$ cat config.mk
export PLATFORM = sky130hd
export DESIGN_NAME = cpu_peripheral_slave_agent
export DESIGN_NICKNAME = d
export VERILOG_FILES = /design/src/rtl/cpu_peripheral_slave_agent.sv
export SDC_FILE = /design/constraint.sdc
export NUM_CORES = 2
export LEC_CHECK = 0
export CAP_MARGIN = 20
export CORE_MARGIN = 2
export CORE_UTILIZATION = 30
export CTS_CLUSTER_DIAMETER = 150
export CTS_CLUSTER_SIZE = 14
export DETAILED_ROUTE_END_ITERATION = 10
export SLEW_MARGIN = 15
export SYNTH_ARGS = -nofsm -noshare
export SYNTH_HDL_FRONTEND = slang
export SYNTH_SLANG_ARGS = --single-unit
$ cat constraint.sdc
create_clock -name clk -period 3.91 [get_ports clk]
set_input_delay 0.782 -clock clk [delete_from_list [all_inputs] [get_ports clk]]
set_output_delay 0.782 -clock clk [all_outputs]
set_load 0.05 [all_outputs]
$ cat src/rtl/cpu_peripheral_slave_agent.sv
// Avalon-MM pipelined slave: byte-writable register bank with wait states,
// fixed-latency reads, an in-flight read limit and register 0 exported as a PIO port.
module cpu_peripheral_slave_agent #(
    parameter int NUM_REGS     = 32,
    parameter int WAIT_STATES  = 1,
    parameter int READ_LATENCY = 2,
    parameter int MAX_PENDING  = 2
) (
    input  logic        clk,
    input  logic        reset,
    input  logic [8:0]  address,
    input  logic [3:0]  byteenable,
    input  logic        read,
    input  logic        write,
    input  logic [31:0] writedata,
    output logic        waitrequest,
    output logic [31:0] readdata,
    output logic        readdatavalid,
    output logic        endofpacket,
    output logic [31:0] pio_out
);

    localparam int         IDX_W      = $clog2(NUM_REGS);
    localparam logic [7:0] NUM_REGS_W = 8'(NUM_REGS);
    localparam logic [7:0] LAST_WORD  = 8'(NUM_REGS - 1);
    localparam logic [3:0] WS_LIMIT   = 4'(WAIT_STATES);
    localparam logic [3:0] PEND_MAX   = 4'(MAX_PENDING);

    logic             cmd;
    logic             rd_only;
    logic             ws_busy;
    logic             pend_full;
    logic             accept;
    logic             wr_acc;
    logic             rd_acc;
    logic [3:0]       ws_cnt;
    logic [3:0]       pend;
    logic [7:0]       word;
    logic             in_range;
    logic [IDX_W-1:0] idx;
    logic [31:0]      regs [NUM_REGS];
    logic [31:0]      rd_word;
    logic             rd_eop;
    logic             last_vld;
    logic [31:0]      last_data;
    logic             last_eop;
    logic             unused_addr_lsbs;

    assign unused_addr_lsbs = ^address[1:0];

    // Command decode: a simultaneous read+write is handled as a write only.
    assign cmd      = read | write;
    assign rd_only  = read & ~write;
    assign word     = {1'b0, address[8:2]};
    assign in_range = (word < NUM_REGS_W);
    assign idx      = address[IDX_W+1:2];

    // ws_cnt never exceeds WS_LIMIT, so equality marks the end of the wait states.
    assign ws_busy     = (ws_cnt != WS_LIMIT);
    assign pend_full   = (pend == PEND_MAX);
    assign waitrequest = reset | (cmd & (ws_busy | (rd_only & pend_full)));
    assign accept      = cmd & ~waitrequest;
    assign wr_acc      = accept & write;
    assign rd_acc      = accept & rd_only;

    assign rd_word = in_range ? regs[idx] : 32'h0000_0000;
    assign rd_eop  = in_range & (word == LAST_WORD);
    assign pio_out = regs[0];

    always_ff @(posedge clk) begin
        if (reset) begin
            ws_cnt <= 4'd0;
        end else if (!cmd || accept) begin
            ws_cnt <= 4'd0;
        end else if (ws_busy) begin
            ws_cnt <= ws_cnt + 4'd1;
        end
    end

    // A retirement in the same cycle as a new accept leaves the count unchanged.
    always_ff @(posedge clk) begin
        if (reset) begin
            pend <= 4'd0;
        end else begin
            case ({rd_acc, readdatavalid})
                2'b10:   pend <= pend + 4'd1;
                2'b01:   pend <= pend - 4'd1;
                default: pend <= pend;
            endcase
        end
    end

    always_ff @(posedge clk) begin
        if (reset) begin
            for (int i = 0; i < NUM_REGS; i++) begin
                regs[i] <= 32'h0000_0000;
            end
        end else if (wr_acc && in_range) begin
            for (int b = 0; b < 4; b++) begin
                if (byteenable[b]) begin
                    regs[idx][8*b +: 8] <= writedata[8*b +: 8];
                end
            end
        end
    end

    // Stage p0: read sampled in the accept cycle; READ_LATENCY-1 shift stages
    // feed the registered response outputs.
    if (READ_LATENCY == 1) begin : g_direct
        assign last_vld  = rd_acc;
        assign last_data = rd_word;
        assign last_eop  = rd_eop;
    end else begin : g_pipe
        localparam int D = READ_LATENCY - 1;

        logic        vld_p  [D];
        logic [31:0] data_p [D];
        logic        eop_p  [D];

        always_ff @(posedge clk) begin
            if (reset) begin
                for (int i = 0; i < D; i++) begin
                    vld_p[i] <= 1'b0;
                end
            end else begin
                vld_p[0] <= rd_acc;
                for (int i = 1; i < D; i++) begin
                    vld_p[i] <= vld_p[i-1];
                end
            end
        end

        always_ff @(posedge clk) begin
            data_p[0] <= rd_word;
            eop_p[0]  <= rd_eop;
            for (int i = 1; i < D; i++) begin
                data_p[i] <= data_p[i-1];
                eop_p[i]  <= eop_p[i-1];
            end
        end

        assign last_vld  = vld_p[D-1];
        assign last_data = data_p[D-1];
        assign last_eop  = eop_p[D-1];
    end

    // Output stage: readdata holds between responses, endofpacket only with a strobe.
    always_ff @(posedge clk) begin
        if (reset) begin
            readdatavalid <= 1'b0;
            endofpacket   <= 1'b0;
            readdata      <= 32'h0000_0000;
        end else begin
            readdatavalid <= last_vld;
            endofpacket   <= last_vld & last_eop;
            if (last_vld) begin
                readdata <= last_data;
            end
        end
    end

endmodule

==> flow_metrics.tcl <==
set metrics [dict create \
    clock_path_buffers 3 \
    synth_area_leader_cell "edfxtp_1" \
    clkSlewWorstSetupHoldPaths_ps 60 \
    timing.hold.ws_ps 269 \
    post_drt_wl_per_cell_um 24.3 \
    worstSetupPathType "primary input to output pin" \
    gp_congestion 0.847 \
    io_pins 116 \
    cts_tree "yes" \
    final_common_cell "nor2_1" \
    via_count 31000 \
    drt-total-wl_um 148000 \
    period_share_pct 81.9 \
    fin_tns_setup_ps 0 \
    final_cells 6073 \
    finalClockSkew_ps 44.1 \
    hold_viol_final 0 \
    fp.coreArea_um2 156000 \
    post_cts_buffers 0 \
    critPathMaxFanout 5 \
    final_nets 4002 \
    synth-async-reset-ratio_pct 0 \
    synthFlopType "edfxtp_1" \
    root_buffer "clkbuf_16" \
    ys_warn_count 0 \
    worstMarginPinSlew_ps 861 \
    synthTopCellsByArea "edfxtp_1 65%, mux2i_1 12%, nor2_1 9.0%, o22ai_1 3.4%, dfxtp_1 3.2%" \
    most-common-layout-cells "1135 x nor2_1, 1024 x edfxtp_1, 545 x mux2i_1, 352 x buf_4, 255 x o22ai_1" \
    grt_pass1_vias 30300 \
    drive_above_1_share_pct 12.6 \
    cts.sinks 1100 \
    initial_core_util_pct 30.2 \
    syn_nets 3787 \
    rows 145 \
    drv_slew 0 \
    status "finished, final reports clean" \
    grt_pass1_wl_um 213000 \
    start_kind "primary input" \
    yosysTopAreaCellShare_pct 65.2 \
    cts_max_level 3 \
    synth-seq-cells 1100 \
    rr_startpoint "ws_cnt[0]" \
    maxCapViolations 0 \
    r2r_cells 11 \
    setup_viol 0 \
    finalCriticalPeriod_ps 3200 \
    endpoint_kind "output pin" \
    avgViaCountPerCell 5.11 \
    min_from "reset" \
    irDropWorstVdd_mv 0.314 \
    finish.utilization_pct 35.2 \
    die_w_um 401 \
    cp.required_ps 3130 \
    antenna_found_initial 6 \
    grtUsageTotal_pct 18.0 \
    syn-cell-area_um2 47200 \
    grt_max_degree 95 \
    hp-class "primary input to flop" \
    crit_path_start "write" \
    synth_edf_count 1024 \
    power_leakage_uw 0.0190 \
    arrival_ps 2420 \
    slew_headroom_pct 42.4 \
    avgSynthCellArea_um2 12.6 \
    dieArea_um2 160000 \
    power-per-cell-area_nw_per_um2 429 \
    cts_inserted_buffers 88 \
    fmax_mhz 312 \
    place_inst 5915 \
    drc 0 \
    ctsHoldBuffers 0 \
    fp.dieH_um 401 \
    area_growth_syn_to_layout_pct 16.5 \
    rsz0062_at_grt "false" \
    clkLatencyLatePin_ps 720 \
    drt-initial-drc-count 3609 \
    cts_resized 0 \
    synthCells 3732 \
    grt.overflow.total 0 \
    hpwl_um 98200 \
    seq_area_frac_synth_pct 68.4 \
    ant_nets 0 \
    numPortBuffers 113 \
    ys_types 46 \
    min_path_cells 2 \
    dr.pass1.iters 6 \
]
[layer usage]
layer,GRT usage (%),routed length [um],up-vias
met5,0,0,-
met1,23.9,59500,15600
met3,3.57,13500,198
met2,29.8,70900,1379
met4,5.31,3810,0
li1,-,-,13800
[Yosys cell counts (2+ instances only)]
cell type	number
nor4_1	32
a31oi_1	32
mux2i_1	545
and3b_1	2
o21ai_0	130
o22ai_1	255
nor3_1	2
or4b_1	5
clkbuf_1	145
dfxtp_1	76
xnor2_1	2
buf_2	188
nand4b_1	4
nor2_1	1135
nor3_4	4
nand4bb_1	6
buf_6	7
xor2_1	3
inv_1	10
nand2_1	66
nand3_1	5
buf_1	6
clkbuf_2	16
nor3b_2	2
nor2b_1	4
a21oi_1	3
edfxtp_1	1024
ha_1	5
[critical path: stages]
cell             delay [ps]
clkdlybuf4s50_1         470
or4b_1                  480
o21ai_0                 270
o21ai_0                 130
nand2_1                 130
buf_12                  140
[layout make-up]
cell class,count,area (um^2)
fillers,15100,101000
flip-flops and latches,1100,32300
multi-input cells,2259,13300
repair buffers,488,4240
well taps,2058,2570
clock buffers,150,2460
clock inverters,7,130
inverters,10,40.0
diodes,1,2.50
[state kept, by name (all words and copies together) (netlist names)]
signal and cells:
endofpacket 1, regs 1024, g_pipe.eop_p 1, readdatavalid 1, ws_cnt 4, pend 4
readdata 32, g_pipe.data_p 32, g_pipe.vld_p 1
[cell families (layout without fill, tap and decap cells)]
kind of cell	after synthesis	after routing	share of synthesized area, %
XOR/XNOR	5	5	0.0928
AND/OR/NAND/NOR	1278	1278	10.8
AO/OA/AOI/OAI	424	424	5.29
multiplexers	546	546	11.6
buffers and inverters	373	655	3.63
other	0	1	0
adder cells (fa/ha/maj)	6	6	0.175
flip-flops	1100	1100	68.4
[per-stage QoR]
step	instance area (um^2)	power [uW]	setup slack (ps)
final	55000	23600	709
after global placement	52400	15300	56.2
after global routing	55000	24300	543
after detailed placement	52400	15300	40.5
after floorplan	47200	14500	896
after CTS	55000	23800	711
[final timing paths]
path	end	slack, ps
hold reg to reg	endofpacket	430
setup / recovery	waitrequest	710
hold / removal	g_pipe.vld_p[0]	270
setup reg to reg	pend[3]	810
[power by group]
part	internal [uW]	switching (uW)	total, uW	leakage (uW)
Clock	4300	4220	8530	0.00122
Combinational	610	1110	1720	0.00654
Sequential	13200	138	13300	0.0112
Power figures use the tool's default switching activity.
